===== src/rtl/multicycle_control.sv =====
// Main control FSM for the multicycle processor. It steps each instruction through
// fetch, decode, execute, memory and writeback, and drives datapath selects, enables and the ALU function code.
module multicycle_control (
    input  logic       clk,
    input  logic       rst_n,
    input  logic [5:0] op,
    input  logic [5:0] funct,
    input  logic       zero,
    input  logic       mem_ready,
    output logic       iord,
    output logic       memwrite,
    output logic       irwrite,
    output logic       regdst,
    output logic       memtoreg,
    output logic       regwrite,
    output logic       alusrca,
    output logic [1:0] alusrcb,
    output logic [2:0] alucontrol,
    output logic [1:0] pcsrc,
    output logic       pcen
);

    typedef enum logic [3:0] {
        FETCH   = 4'd0,
        DECODE  = 4'd1,
        MEMADR  = 4'd2,
        MEMRD   = 4'd3,
        MEMWB   = 4'd4,
        MEMWR   = 4'd5,
        RTYPEEX = 4'd6,
        RTYPEWB = 4'd7,
        BEQEX   = 4'd8,
        ADDIEX  = 4'd9,
        ADDIWB  = 4'd10,
        JEX     = 4'd11
    } state_t;

    localparam logic [5:0] OP_LW   = 6'b100011;
    localparam logic [5:0] OP_SW   = 6'b101011;
    localparam logic [5:0] OP_RTYPE = 6'b000000;
    localparam logic [5:0] OP_BEQ  = 6'b000100;
    localparam logic [5:0] OP_ADDI = 6'b001000;
    localparam logic [5:0] OP_J    = 6'b000010;

    state_t     state_q, state_d;
    logic [1:0] aluop;
    logic       irwrite_raw, regwrite_raw, memwrite_raw, pcwrite, branch;

    function automatic logic [2:0] alu_decode(input logic [1:0] aop, input logic [5:0] fn);
        logic [2:0] f;
        f = 3'b010;
        if (aop == 2'b01) begin
            f = 3'b110;
        end else if (aop == 2'b10) begin
            case (fn)
                6'b100000: f = 3'b010;
                6'b100010: f = 3'b110;
                6'b100100: f = 3'b000;
                6'b100101: f = 3'b001;
                6'b101010: f = 3'b111;
                6'b011000: f = 3'b011;
                default:   f = 3'b010;
            endcase
        end
        return f;
    endfunction

    always_ff @(posedge clk or negedge rst_n) begin
        if (!rst_n) state_q <= FETCH;
        else        state_q <= state_d;
    end

    always_comb begin
        state_d      = FETCH;
        iord         = 1'b0;
        memwrite_raw = 1'b0;
        irwrite_raw  = 1'b0;
        regdst       = 1'b0;
        memtoreg     = 1'b0;
        regwrite_raw = 1'b0;
        alusrca      = 1'b0;
        alusrcb      = 2'b00;
        pcsrc        = 2'b00;
        pcwrite      = 1'b0;
        branch       = 1'b0;
        aluop        = 2'b00;
        case (state_q)
            FETCH: begin
                alusrcb     = 2'b01;
                irwrite_raw = mem_ready;
                pcwrite     = mem_ready;
                state_d     = mem_ready ? DECODE : FETCH;
            end
            DECODE: begin
                alusrcb = 2'b11;
                case (op)
                    OP_LW, OP_SW: state_d = MEMADR;
                    OP_RTYPE:     state_d = RTYPEEX;
                    OP_BEQ:       state_d = BEQEX;
                    OP_ADDI:      state_d = ADDIEX;
                    OP_J:         state_d = JEX;
                    default:      state_d = FETCH;
                endcase
            end
            MEMADR: begin
                alusrca = 1'b1;
                alusrcb = 2'b10;
                state_d = (op == OP_LW) ? MEMRD : MEMWR;
            end
            MEMRD: begin
                iord    = 1'b1;
                state_d = mem_ready ? MEMWB : MEMRD;
            end
            MEMWB: begin
                regwrite_raw = 1'b1;
                memtoreg     = 1'b1;
            end
            MEMWR: begin
                iord         = 1'b1;
                memwrite_raw = 1'b1;
            end
            RTYPEEX: begin
                alusrca = 1'b1;
                aluop   = 2'b10;
                state_d = RTYPEWB;
            end
            RTYPEWB: begin
                regdst       = 1'b1;
                regwrite_raw = 1'b1;
                aluop        = 2'b10;
            end
            BEQEX: begin
                alusrca = 1'b1;
                aluop   = 2'b01;
                pcsrc   = 2'b01;
                branch  = 1'b1;
            end
            ADDIEX: begin
                alusrca = 1'b1;
                alusrcb = 2'b10;
                state_d = ADDIWB;
            end
            ADDIWB: regwrite_raw = 1'b1;
            JEX: begin
                pcsrc   = 2'b10;
                pcwrite = 1'b1;
            end
            default: state_d = FETCH;
        endcase
    end

    // Write enables are held off for the whole reset interval, not just until the state settles.
    assign alucontrol = alu_decode(aluop, funct);
    assign irwrite    = irwrite_raw & rst_n;
    assign regwrite   = regwrite_raw & rst_n;
    assign memwrite   = memwrite_raw & rst_n;
    assign pcen       = (pcwrite | (branch & zero)) & rst_n;

endmodule


===== config.mk =====
export PLATFORM = sky130hd
export DESIGN_NAME = multicycle_control
export DESIGN_NICKNAME = d
export VERILOG_FILES = /design/src/rtl/multicycle_control.sv
export SDC_FILE = /design/constraint.sdc
export NUM_CORES = 1
export LEC_CHECK = 0
export ABC_AREA = 1
export CAP_MARGIN = 20
export CORE_MARGIN = 2
export CORE_UTILIZATION = 33
export DETAILED_ROUTE_END_ITERATION = 10
export PLACE_DENSITY = 0.77
export SYNTH_ARGS = -nofsm -noshare
export SYNTH_HDL_FRONTEND = slang
export SYNTH_SLANG_ARGS = --single-unit
export TNS_END_PERCENT = 100

===== constraint.sdc =====
create_clock -name clk -period 1.1 [get_ports clk]
set_clock_uncertainty 0.1 [all_clocks]
set_input_delay 0.11 -clock clk [delete_from_list [all_inputs] [get_ports clk]]
set_output_delay 0.11 -clock clk [all_outputs]
set_load 0.005 [all_outputs]

======== After elaboration in Yosys (flattened, before gate mapping) ========
Index checks and enable logic that the tools add are counted.
word-level totals
  logic and storage cells ................. 58
  bits in registers ....................... 4
  input bits .............................. 16
operators by class
  bitwise logic cells ..................... 6
  eq/ne operators ......................... 23
  reductions and logical operators ........ 8
  multiplexer cells ....................... 20
operators with widths
  operator                                                         number
  6-bit == test, second input constant                             6
  4-bit one-hot mux with 6 select lines                            1
  4-bit one-hot mux with 5 select lines                            1
  4-bit by 3-bit == test with 1-bit output, second input constant  4
  4-bit == test, second input constant                             4
  3-bit one-hot mux with 5 select lines                            1
  3-bit two-way mux                                                4
  1-bit two-way mux                                                9
  4-bit by 2-bit == test with 1-bit output, second input constant  2
  2-bit one-hot mux with 2 select lines                            2
  2-bit OR reduction                                               4
  6-bit by 2-bit == test with 1-bit output, second input constant  1
  6-bit by 3-bit == test with 1-bit output, second input constant  1
  6-bit by 4-bit == test with 1-bit output, second input constant  1
  6-bit by 5-bit == test with 1-bit output, second input constant  1
  6-bit logical NOT                                                1
  2-bit one-hot mux with 3 select lines                            1
  1-bit bitwise AND                                                5
  4-bit by 1-bit == test with 1-bit output, second input constant  1
  4-bit logical NOT                                                1
  4-bit OR reduction                                               1
  3-bit OR reduction                                               1
  2-bit by 1-bit == test with 1-bit output, second input constant  1
  2-bit == test, second input constant                             1
  2 further kinds                                                  2

======== Longest topological paths before layout ========
  depth after elaboration ................. 6
  gate-level depth with buffers ........... 7
  gate-level depth less buffers ........... 7

======== Worst setup path before layout ========
OpenSTA, ideal clock, no wires.
  path type ............................... register -> output
  from .................................... register state_q[0]
  to ...................................... output pcen
  setup slack ............................. -79 ps
  data arrival time ....................... 969 ps
  cell stages (with the launch flop) ...... 8
  path buffers ............................ 0
  data required time ...................... 890 ps
  path through ............................ dfrtp_1 nor2_2 inv_1 nor2_1 nand2_1 nand3_1 nand2_1 inv_1
between the ends
  longest elaborated chain between the ends .. 5
  elaborated cells between the ends (all ways) .. 8
  classes of those cells .................. eq/ne: 2; mux: 2; bitwise: 3; reduce/logical: 1
RTL lines
  item                      RTL line  source
  start: declaration        45        state_t state_q, state_d;
  start signal: assignment  70        else state_q <= state_d;
  4-bit == test             87        case (state_q)
  1-bit two-way mux         87
  1-bit bitwise AND         157       assign pcen = (pcwrite | (branch & zero)) & rst_n;
  1-bit OR (*)              157
  1-bit bitwise AND (*)     157
  end: declaration          20        output logic pcen
Every way passes the cells marked *; elsewhere a longest branch is shown, timed or not.

======== Worst setup path in the final report ========
  from .................................... register state_q[2]
  to ...................................... output regwrite
between the ends
  longest elaborated chain between the ends .. 4
  elaborated cells between the ends (all ways) .. 6
  classes of those cells .................. eq/ne: 3; mux: 1; bitwise: 1; reduce/logical: 1
RTL lines
  item                                                                              RTL line  source
  4-bit == test / 4-bit by 3-bit == test with 1-bit output (equally long branches)  87
  3-bit OR reduction (no source line) (*)                                           --
  1-bit two-way mux (*)                                                             87
  1-bit bitwise AND (*)                                                             155       assign regwrite = regwrite_raw & rst_n;
  end: declaration                                                                  15        output logic regwrite,
Marked as above.

==> results.md <==
- Largest stage delay, worst path: around 0.37 ns
- Critical Path RT: 0.89 ns
- Final hold vios: 0
- Yosys warning total: 0
- Routed WL per cell: 13.5 µm
- Syn Nets: between 100 and 150
- Final WS setup: -0.548 ns
- Share of the synthesized area in the top cell type: a little under a fifth
- Die Wd: between 40 and 50 µm
- Antenna viol nets, final: 0
- CTS tree: built
- Critical path class: reg2out
- Dominant cells by area after synthesis: dfrtp_1, inv_1, nand2_1
- # diodes: 0
- CP endpoint kind: output port
- Post-synth top cells: inv_1, nand2_1, nor2_1
- Vias per cell: 5.07
- Biggest register: state_q
- Headroom to the max-slew limit: 82.8%
- Die height: about 45 µm
- Seq cells post-synth: 4
- Initial DRC Count: 21
- Routed WL: between 2000 and 3000 µm
- Pwr/cell area: between 700 and 800 mW/mm²
- Post-Synth XOR/XNOR Area: 0%
- Synthesized cell area: between 500 and 600 µm²
- Routability congestion estimate: just over 0.8
- Final critical-path share of the clock period: 150%
- Internal reg-to-reg setup slack: -0.31 ns
- Pwr Total: 998 µW
- DP Worst Slack: -0.679 ns
- Number of buffers created by CTS: 3
- Largest net degree at the start of global routing: 5
- # setup viols final: 19
- DR vias: 958
- Slew @ Worst Pin: 0.257 ns
- Fin cells: 189
- Critical Path Most Common Cell: nand2_1
- Core ar.: roughly 0.0015 mm²
- CP max FO: 4
- First-pass GRT wire length: 3750 µm
- PortBufs: 30
- Vias in the first global route: 923
- Worst Hold Class: in2async
- GRT Overall Usage: 26.1%
- Htree depth: 1
- Critical path data arrival time: 1.44 ns
- Gate Count Post-Synth: approximately 110
- Max reg flops: 4
- Area leader, netlist: dfrtp_1
- Placed cell count: approximately 170
- Simple-Gate Fraction of Synth Area: between 50% and 60%
- Clk_lat worst skew: 0.25 ns
- Post-synthesis adder-cell area fraction: 0%
- RSZ-0062 raised after global routing: yes
- FP Rows: 14
- Clock sink count: 4
- Post-synth EDFFs: 0
- VDD IR max: 0.000710 V
- Largest family of logic cells by synthesized area: simple AND/OR/NAND/NOR gates
- Synth cell types: 13
- Top flop regs: state_q (4)
- Final core utilization: between 80 and 90%
- Slowest-stage cell, CP: dfrtp_1
- Sequential area share after synthesis: 18.1%
- Initial Util: 35.9%
- GRT overflow: 0
- Clk slew on worst S/H paths: 0.04 ns
- Boundary Pins: 31
- WP buf/inv: 3
- DRT Pass-1 Iters: 4
- Worst Setup Start Kind: flop
- Detail Placement HPWL: 1380 µm
- Max Buffers Root-to-Sink: 2
- Root buf cell: clkbuf_4
- Status: complete, but fails checks
- Share of layout cells above drive strength 1: 52.0%
- P&R area growth vs syn: 128%
- Failing checks: setup timing
- Layout Nets: 190
- Delay-heaviest family, CP: simple AND/OR/NAND/NOR gates
- Leak pwr: a little over 0.0007 µW
- Synth Area in Compound Gates: 4.52%
- Worst-path cell chain: inv_2 > nor2_4 > nand2_1 > nand3_2 > nand2_1 > inv_1 > dlygate4sd2_1
- Async set-reset flop share out of synthesis: 100%
- Fmax: 0.607 GHz
- Initial antenna violation count: 0
- Die area: 0.00202 mm²
- DRC: 0
- Count leader, synth: inv_1
- Slew Limit Fails: 0
- Cts hold-fix bufs: 0
- Fin crit period: 1.65 ns
- Max Cap Violations: 0
- Post-synthesis area per instance: 5.17 µm²
- Main synth FF type: dfrtp_1
- Mux contribution to synthesized area: 0%
==> layer usage <==
metal	up-vias	global-route usage, %	wire [µm]
met2	52	50.0	1330
li1	465	-	-
met3	14	5.20	163
met4	0	18.8	140
met1	427	23.6	919
met5	-	0	0
==> repair_timing <==
action,in CTS,in global routing
endpoints found under the hold margin,0,0
setup endpoints to repair,19,19
pin swaps,17,3
gates resized for setup,91,16
setup buffers,14,3
==> layout make-up <==
class / count / area, µm²
clock buffer: 4 / 26.3
fill: 99 / 282
inverter: 26 / 97.6
multi-input combinational: 77 / 475
sequential: 4 / 104
tap: 16 / 20.0
timing repair buffer: 62 / 537
==> stage by stage <==
step | cell area, µm² | hold slack, ns | setup TNS (ns)
6_report | 1260 | 0.123 | -7.62
5_1_grt | 1260 | 0.146 | -8.67
4_1_cts | 1190 | 0.120 | -6.35
3_5_place_dp | 997 | 0.382 | -8.43
3_3_place_gp | 997 | 0.368 | -8.08
2_1_floorplan | 557 | -0.286 | -0.0730
==> cells in the final DEF (no fill, tap or decap) <==
| cell type | n |
|---|---|
| nand2_4 | 3 |
| clkbuf_4 | 3 |
| clkbuf_1 | 1 |
| nand2_2 | 8 |
| buf_6 | 13 |
| and2_1 | 1 |
| o21ai_2 | 3 |
| buf_2 | 10 |
| nand4_1 | 5 |
| inv_1 | 16 |
| nand3_1 | 10 |
| nor2_1 | 16 |
| nor2_2 | 2 |
| nand3_4 | 1 |
| dlygate4sd2_1 | 2 |
| clkdlybuf4s50_1 | 15 |
| nand3_2 | 5 |
| inv_2 | 10 |
| clkdlybuf4s15_2 | 2 |
| a21oi_2 | 1 |
| nor2_4 | 6 |
| nand2_1 | 15 |
| dfrtp_1 | 1 |
| dfrtp_2 | 3 |
| buf_4 | 20 |
| o21ai_0 | 1 |
==> path summary, 6_finish.rpt <==
check | depth (start not counted) | to | from
hold reg to reg | 6 | state_q[0]$_DFF_PN0_ | state_q[2]$_DFF_PN0_
setup / recovery | 7 | regwrite | state_q[2]$_DFF_PN0_
min in group clk | 5 | state_q[3]$_DFF_PN0_ | op[2]
setup reg to reg | 10 | state_q[1]$_DFF_PN0_ | state_q[2]$_DFF_PN0_
max in group asynchronous | 2 | state_q[0]$_DFF_PN0_ | rst_n
hold / removal | 2 | state_q[3]$_DFF_PN0_ | rst_n
==> report_power, final <==
group | internal (µW) | switching (µW)
combinational | 316 | 271
sequential | 165 | 33.6
clock | 137 | 75.6
total | 618 | 380
==> logic make-up after synthesis <==
logic type | Yosys count
and+or+nand+nor | 72
buffers and inverters | 26
AOI/OAI and AO/OA | 5
DFF | 4
No activity file was read; power rests on OpenSTA's default activity.
